### config.mk
export PLATFORM = sky130hd
export DESIGN_NAME = branch_target_predictor_flat
export DESIGN_NICKNAME = d
export VERILOG_FILES = /design/src/rtl/branch_target_predictor_if.sv /design/src/rtl/branch_target_predictor.sv /design/src/flat_wrapper.sv
export SDC_FILE = /design/constraint.sdc
export NUM_CORES = 2
export LEC_CHECK = 0
export CAP_MARGIN = 20
export CORE_UTILIZATION = 65
export CTS_BUF_LIST = sky130_fd_sc_hd__clkbuf_4
export DETAILED_ROUTE_END_ITERATION = 7
export PLACE_DENSITY = 0.84
export SYNTH_ARGS = -nofsm -noshare
export SYNTH_HDL_FRONTEND = slang
export SYNTH_SLANG_ARGS = --single-unit
export TNS_END_PERCENT = 20
### constraint.sdc
create_clock -name clk -period 82 [get_ports clk]
set_clock_uncertainty 0.2 [all_clocks]
set_input_delay 8.2 -clock clk [delete_from_list [all_inputs] [get_ports clk]]
set_output_delay 8.2 -clock clk [all_outputs]
set_load 0.1 [all_outputs]
### src/rtl/branch_target_predictor_if.sv
// Fetch-query, EX-resolution and statistics signals of the branch target predictor.
// The pipeline drives the master side; the predictor implements the slave side.
interface branch_target_predictor_if;
    logic [31:0] fetch_pc;
    logic        btb_hit;
    logic        br_pred;
    logic [31:0] btb_target;

    logic        upd_valid;
    logic        upd_is_jal;
    logic [31:0] upd_pc;
    logic        upd_taken;
    logic [31:0] upd_target;
    logic        upd_mispredict;

    logic [31:0] stat_branches;
    logic [31:0] stat_mispredicts;

    modport master (
        output fetch_pc, upd_valid, upd_is_jal, upd_pc, upd_taken, upd_target, upd_mispredict,
        input  btb_hit, br_pred, btb_target, stat_branches, stat_mispredicts
    );

    modport slave (
        input  fetch_pc, upd_valid, upd_is_jal, upd_pc, upd_taken, upd_target, upd_mispredict,
        output btb_hit, br_pred, btb_target, stat_branches, stat_mispredicts
    );
endinterface

### src/rtl/branch_target_predictor.sv
// Direct-mapped BTB plus bimodal 2-bit counter table, looked up combinationally on the
// fetch PC and trained one edge after each EX resolution. Flop-based so reset clears it.
module branch_target_predictor #(
    parameter int BTB_IDX_BITS = 4,
    parameter int BHT_IDX_BITS = 6
) (
    input logic                        clk,
    input logic                        rst,
    branch_target_predictor_if.slave   bp
);
    localparam int BTB_ENTRIES = 1 << BTB_IDX_BITS;
    localparam int BHT_ENTRIES = 1 << BHT_IDX_BITS;
    localparam int TAG_W       = 32 - BTB_IDX_BITS - 2;

    logic [BTB_ENTRIES-1:0] btb_valid;
    logic [TAG_W-1:0]       btb_tag [BTB_ENTRIES];
    logic [31:0]            btb_tgt [BTB_ENTRIES];
    logic [1:0]             bht_ctr [BHT_ENTRIES];
    logic [31:0]            branches_cnt;
    logic [31:0]            mispredicts_cnt;

    logic [BTB_IDX_BITS-1:0] look_btb_idx;
    logic [BHT_IDX_BITS-1:0] look_bht_idx;
    logic [TAG_W-1:0]        look_tag;
    logic                    look_hit;

    logic [BTB_IDX_BITS-1:0] upd_btb_idx;
    logic [BHT_IDX_BITS-1:0] upd_bht_idx;
    logic [TAG_W-1:0]        upd_tag;
    logic                    upd_taken_eff;
    logic [1:0]              ctr_cur;
    logic [1:0]              ctr_next;

    logic unused_pc_lsbs;
    assign unused_pc_lsbs = ^{bp.fetch_pc[1:0], bp.upd_pc[1:0]};

    // Lookup path: no bypass, so a same-cycle update is only seen from the next cycle.
    assign look_btb_idx = bp.fetch_pc[BTB_IDX_BITS+1:2];
    assign look_bht_idx = bp.fetch_pc[BHT_IDX_BITS+1:2];
    assign look_tag     = bp.fetch_pc[31:BTB_IDX_BITS+2];
    assign look_hit     = btb_valid[look_btb_idx] && (btb_tag[look_btb_idx] == look_tag);

    assign bp.btb_hit          = look_hit;
    assign bp.btb_target       = look_hit ? btb_tgt[look_btb_idx] : 32'd0;
    assign bp.br_pred          = bht_ctr[look_bht_idx][1];
    assign bp.stat_branches    = branches_cnt;
    assign bp.stat_mispredicts = mispredicts_cnt;

    assign upd_btb_idx   = bp.upd_pc[BTB_IDX_BITS+1:2];
    assign upd_bht_idx   = bp.upd_pc[BHT_IDX_BITS+1:2];
    assign upd_tag       = bp.upd_pc[31:BTB_IDX_BITS+2];
    assign upd_taken_eff = bp.upd_is_jal | bp.upd_taken;
    assign ctr_cur       = bht_ctr[upd_bht_idx];

    always_comb begin
        ctr_next = ctr_cur;
        if (bp.upd_is_jal) begin
            ctr_next = 2'd3;
        end else if (bp.upd_taken) begin
            if (ctr_cur != 2'd3) ctr_next = ctr_cur + 2'd1;
        end else begin
            if (ctr_cur != 2'd0) ctr_next = ctr_cur - 2'd1;
        end
    end

    always_ff @(posedge clk or posedge rst) begin
        if (rst) begin
            btb_valid <= '0;
            for (int i = 0; i < BTB_ENTRIES; i++) begin
                btb_tag[i] <= '0;
                btb_tgt[i] <= '0;
            end
            for (int i = 0; i < BHT_ENTRIES; i++) begin
                bht_ctr[i] <= 2'b01;
            end
            branches_cnt    <= '0;
            mispredicts_cnt <= '0;
        end else if (bp.upd_valid) begin
            bht_ctr[upd_bht_idx] <= ctr_next;
            // Not-taken branches leave the BTB alone; the counter suppresses redirection.
            if (upd_taken_eff) begin
                btb_valid[upd_btb_idx] <= 1'b1;
                btb_tag[upd_btb_idx]   <= upd_tag;
                btb_tgt[upd_btb_idx]   <= bp.upd_target;
            end
            if (branches_cnt != 32'hFFFF_FFFF) branches_cnt <= branches_cnt + 32'd1;
            if (bp.upd_mispredict && (mispredicts_cnt != 32'hFFFF_FFFF))
                mispredicts_cnt <= mispredicts_cnt + 32'd1;
        end
    end
endmodule

### src/flat_wrapper.sv
// flat-port wrapper written by rule: the top's interface ports become plain ports
module branch_target_predictor_flat 
#(
    parameter int BTB_IDX_BITS = 4,
    parameter int BHT_IDX_BITS = 6
)
  (clk, rst, bp_fetch_pc, bp_upd_valid, bp_upd_is_jal, bp_upd_pc, bp_upd_taken, bp_upd_target, bp_upd_mispredict, bp_btb_hit, bp_br_pred, bp_btb_target, bp_stat_branches, bp_stat_mispredicts);
  branch_target_predictor_if bp_i ();
  input logic clk;
  input logic rst;
  input wire logic [$bits(bp_i.fetch_pc)-1:0] bp_fetch_pc;
  input wire logic [$bits(bp_i.upd_valid)-1:0] bp_upd_valid;
  input wire logic [$bits(bp_i.upd_is_jal)-1:0] bp_upd_is_jal;
  input wire logic [$bits(bp_i.upd_pc)-1:0] bp_upd_pc;
  input wire logic [$bits(bp_i.upd_taken)-1:0] bp_upd_taken;
  input wire logic [$bits(bp_i.upd_target)-1:0] bp_upd_target;
  input wire logic [$bits(bp_i.upd_mispredict)-1:0] bp_upd_mispredict;
  output wire logic [$bits(bp_i.btb_hit)-1:0] bp_btb_hit;
  output wire logic [$bits(bp_i.br_pred)-1:0] bp_br_pred;
  output wire logic [$bits(bp_i.btb_target)-1:0] bp_btb_target;
  output wire logic [$bits(bp_i.stat_branches)-1:0] bp_stat_branches;
  output wire logic [$bits(bp_i.stat_mispredicts)-1:0] bp_stat_mispredicts;
  assign bp_i.fetch_pc = bp_fetch_pc;
  assign bp_i.upd_valid = bp_upd_valid;
  assign bp_i.upd_is_jal = bp_upd_is_jal;
  assign bp_i.upd_pc = bp_upd_pc;
  assign bp_i.upd_taken = bp_upd_taken;
  assign bp_i.upd_target = bp_upd_target;
  assign bp_i.upd_mispredict = bp_upd_mispredict;
  assign bp_btb_hit = bp_i.btb_hit;
  assign bp_br_pred = bp_i.br_pred;
  assign bp_btb_target = bp_i.btb_target;
  assign bp_stat_branches = bp_i.stat_branches;
  assign bp_stat_mispredicts = bp_i.stat_mispredicts;
  branch_target_predictor #(.BTB_IDX_BITS(BTB_IDX_BITS), .BHT_IDX_BITS(BHT_IDX_BITS)) u_core (.clk(clk), .rst(rst), .bp(bp_i));
endmodule
After elaboration in Yosys (flattened, before gate mapping). Index checks and enable logic that the tools add are counted.

Bits in registers: 1136. Bits of input ports: 102. Output and inout bits: 98. Logic and storage cells: 161.

$add $sub $neg: 4. Magnitude comparators: 9. Equality and inequality tests: 4. Muxes and demuxes: 30. Bitwise operators: 6. Reduce and logical (&&, ||, !) cells: 9.

Operator list (count): bitwise mux 512 bit (1); bitwise mux 416 bit (1); binary-select mux 32 bit (select 4 bit) (1); bitwise mux 128 bit (1); demux 32 bit (select 4 bit) (1); two-way mux 32 bit (4); binary-select mux 26 bit (select 4 bit) (1); demux 26 bit (select 4 bit) (1); two-way mux 26 bit (3); adder 32 x 1 -> 32 bit, second input constant (2); != test 32 bit, second input constant (2); == test 26 bit (1); binary-select mux 2 bit (select 6 bit) (2); two-way mux 2 bit (9); OR 16 bit (1); greater-or-equal comparator 7 bit, second input constant (2); NOT 6 -> 7 bit (2); demux 2 bit (select 6 bit) (1); greater-or-equal comparator 5 bit, second input constant (2); < comparator 4 x 5 -> 1 bit, second input constant (2); NOT 4 -> 5 bit (2); < comparator 7 x 1 -> 1 bit, second input constant (1); AND reduction 2 bit (3); logical AND 1 bit (5); 10 further kinds (11).

Logic depth before layout (Yosys ltp).
Depth in word-level cells: 9. Gate-level depth with buffers: 13. Mapped depth without buffers: 7.

Least setup slack after synthesis. Ideal clock, no wire load.

Path kind: input-to-output. Start: input bp_fetch_pc[2]. End: output bp_btb_target[6]. Arrival time: 13.314 ns. Required time: 73.600 ns. Setup slack: 60.286 ns. Cell stages on the path: 10. Buffers on the path: 3. Cell sequence: buf_6 > buf_4 > buf_2 > mux4_2 > xor2_1 > nand2_1 > o21ai_0 > o41ai_1 > nand4_2 > nor4b_1.

Cells in the longest elaborated chain, start to end: 7. Elaborated cells on any way between the ends: 12. Classes of those cells: eq/ne (1); mux (9); bitwise (1); reduce/logical (1).

RTL lines: start, declared (line flat_wrapper.sv:11) `input wire logic [$bits(bp_i.fetch_pc)-1:0] bp_fetch_pc;`; NOT 4 -> 5 bit (implied by the code) (line branch_target_predictor.sv:41, branch_target_predictor.sv:44); binary-select mux 26 bit (select 4 bit) (line branch_target_predictor.sv:41) `assign look_hit = btb_valid[look_btb_idx] && (btb_tag[look_btb_idx] == look_tag);`; two-way mux 26 bit (implied by the code) (2 in a row) (line branch_target_predictor.sv:41); == test 26 bit (line branch_target_predictor.sv:41); logical AND 1 bit (line branch_target_predictor.sv:41); two-way mux 32 bit (*) (line branch_target_predictor.sv:44) `assign bp.btb_target = look_hit ? btb_tgt[look_btb_idx] : 32'd0;`; end, declared (line flat_wrapper.sv:20) `output wire logic [$bits(bp_i.btb_target)-1:0] bp_btb_target;`.

Every way passes the cells marked *; elsewhere a longest branch is shown, timed or not. The select of a mux whose other input is x is not followed.

Worst setup path in the final report.
Start: input bp_fetch_pc[4]. End: output bp_btb_target[0].

Same word-level chain as after synthesis.

==> metrics.txt <==
DRC viols 0; P_leak 0.0254 µW; worst r2r dst u_core.bht_ctr[109]; worst slack, placed between 50 and 60 ns; GRT overflow 0; main combinational cell family by area after synthesis multiplexers; CTS clock-pin slew for the worst setup and hold paths roughly 0.06 ns; gr usage total roughly a third; Clock power frac ~31%; path type of the worst setup path input port to output pin; die width about 290 µm; Period minus WS final roughly 23 ns; mux contribution to synthesized area 34.3%; Reg power frac between 40% and 50%; Worst Path Max Fanout roughly 120; die height ~290 µm; post-CTS sizing 0; Commonest cells post-synth dfrtp_1 (1072), mux2_2 (932), mux4_2 (301); Post-Synth XOR/XNOR Area 1.52%; global-route wire length before repair approximately 210 mm; largest area contributor in the netlist dfrtp_1; largest net degree at the start of global routing about 190; flop2flop setup slack between 70 and 80 ns; htree depth 5; power per cell area ~26 mW/mm²; Clock Sinks between 1000 and 1500; total CTS buffers 306; WL/cell ~26 µm; Skew-Pair Late Insertion Delay ~1.2 ns; Clock Tree Root clkbuf_4; post-synth top area share between 50% and 60%; Synthesized Nets roughly 3700; Switching Fraction 27.9%; WHS Endpoint u_core.btb_valid[3]; CTS Buffer Depth 4; fin crit share 27.9%; setup tns final 0 ns; Die Area 0.0825 mm²; compound-gate portion of the synthesized area under 10%; CP required 73.60 ns; post-synthesis instance total about 3600; Avg Cell Area, Syn roughly 15 µm²; synth warn 0; Max Fclk 0.0437 GHz; count leader, synth dfrtp_1; post-DP HPWL ~76 mm; layout cells sized above 1 approximately 47%; Mapped Area between 0.05 and 0.06 mm²; EDFF count, synth 0; gpl congestion a little under 0.9; port bufs ~200; first-pass detailed-route iteration total 6; R2R cell count 7; worst hold slack about 0.26 ns; routed via count 33444; Seq/Total Area, Yosys a little over half; unrepaired setup endpoints after global routing no; Core Area 0.0805 mm²; # setup viols final 0; vias in the first global route between 30000 and 40000; worst r2r src u_core.bht_ctr[122]; top_reg_cell synth dfrtp_1; status complete, no violations; Final #Nets between 3000 and 4000; Detail Route Antenna Nets 0; Internal approximately 1100 µW; fillers ~4800; HP Start u_core.btb_valid[3]; CP Launch Type input port; 1st-iter DRT viols between 3000 and 4000; CTS tree yes; final hold vios 0; Netlist cell types approximately 70; row count roughly 100; ys async rst share between 90% and 100%; Hold Path Depth 1; fin worst setup slack 59.10 ns; switching pwr between 400 and 500 µW; measured slew at the worst slew-check pin roughly 1.2 ns; FF+latch count, synth between 1000 and 1500; Syn-to-layout area delta 12.3%; post-synthesis adder-cell area fraction less than 1%; Final Max Tran Viols 0; Crit. End Element output pin; hold_buf cts 0; top post-synthesis cells by area dfrtp_1 (51%), mux2_2 (20%), mux4_2 (13%); via density per instance 6.52; Setup Buffers After CTS 0; Logic pwr share about a fifth; DRT Wirelength roughly 130 mm; maximum vdd ir drop between 0.000015 and 0.00002 V; initial core utilization 65.7%; hold crit path type flop to flop; WP data arrival approximately 15 ns; slew margin rel. 19.3%; simple-gate area share of the yosys netlist 5.27%; initial antenna violation count 13; I/O Pins 200; number of max-cap violations 0
-- worst max path at each step --
| stage | startpoint | endpoint | slack [ns] | cells after the start |
|---|---|---|---|---|
| after global routing | bp_fetch_pc[4] | bp_btb_target[0] | 58.83 | 10 |
| after global placement | bp_fetch_pc[3] | bp_btb_target[0] | 59.25 | 10 |
| final | bp_fetch_pc[4] | bp_btb_target[0] | 59.10 | 10 |
| after CTS | bp_fetch_pc[4] | bp_btb_target[0] | 59.16 | 10 |
| after detailed placement | bp_fetch_pc[4] | bp_btb_target[0] | 59.18 | 10 |
| after floorplan | rst | u_core.bht_ctr[101] | 41.71 | 1 |
-- area by class of cell --
type / instances / area [µm²] / share of cell area (%)
Inverter: 9 / 43.8 / 0.0737
Timing Repair Buffer: 262 / 2640 / 4.45
Clock buffer: 448 / 3360 / 5.66
Clock inverter: 55 / 315 / 0.531
Multi-Input combinational cell: 2142 / 23200 / 39.0
Sequential cell: 1136 / 28500 / 48.0
Tap cell: 1060 / 1330 / 2.23
Antenna cell: 14 / 35.0 / 0.0590
-- worst max-delay path, stage by stage --
cell             delay (ns)
buf_8                  0.72
buf_4                  0.96
mux2i_1                0.17
a22o_1                 0.28
a221oi_1               0.29
xor2_1                 0.16
o41ai_1                0.53
nand4_4                0.84
nor4b_2                0.86
clkdlybuf4s50_1        1.25
-- power by group through the flow --
stage          combinational [µW]  sequential [µW]  clock, µW
2_1_floorplan                 222              767          0
3_3_place_gp                  293              749          0
3_5_place_dp                  309              766          0
4_1_cts                       310              756        496
5_1_grt                       331              771        527
6_report                      310              759        486
-- per-stage QoR --
stage | instances | total power, µW | util, % | instance area, µm²
finish | 5126 | 1550 | 73.8 | 59400
global route | 5123 | 1630 | 73.8 | 59400
CTS | 5097 | 1560 | 73.4 | 59100
detailed placement | 4594 | 1070 | 68.8 | 55400
global placement | 4594 | 1040 | 68.8 | 55400
floorplan | 3592 | 989 | - | 52900
-- routing by layer --
metal  vias up  GRT usage [%]  wire length [µm]
met4         8           14.7              4290
met2      1443           53.9             66600
li1      13945              -                 -
met3       354           6.66              8850
met1     17694           43.1             51800
met5         -              0                92
-- cells in the final DEF, fill, tap and decap left out, types with 64 or more instances in the layout --
cell type,Yosys,final
mux2i_1,73,73
mux2_2,932,932
clkdlybuf4s50_1,0,191
nand3_1,103,102
dfrtp_1,1072,1072
nand2_1,241,238
dfstp_2,64,64
mux4_2,301,301
o21ai_0,141,141
clkbuf_4,0,448
-- sequential cells by signal, indices dropped and copies added (netlist names) --
| signal | flops |
|---|---|
| u_core.bp.stat_mispredicts | 32 |
| u_core.bht_ctr | 128 |
| u_core.btb_valid | 16 |
| u_core.btb_tgt | 512 |
| u_core.bp.stat_branches | 32 |
| u_core.btb_tag | 416 |
-- kinds of logic (layout without fill, tap and decap cells) --
kind of cell / Yosys count / in the layout
AO/OA/AOI/OAI: 204 / 204
XOR/XNOR: 92 / 92
adder cells (fa/ha/maj): 2 / 2
buffers and inverters: 314 / 774
flip-flops: 1136 / 1136
multiplexers: 1312 / 1312
other: 0 / 14
AND/OR/NAND/NOR: 532 / 532
Note: power is estimated with default switching activity, not from simulation.
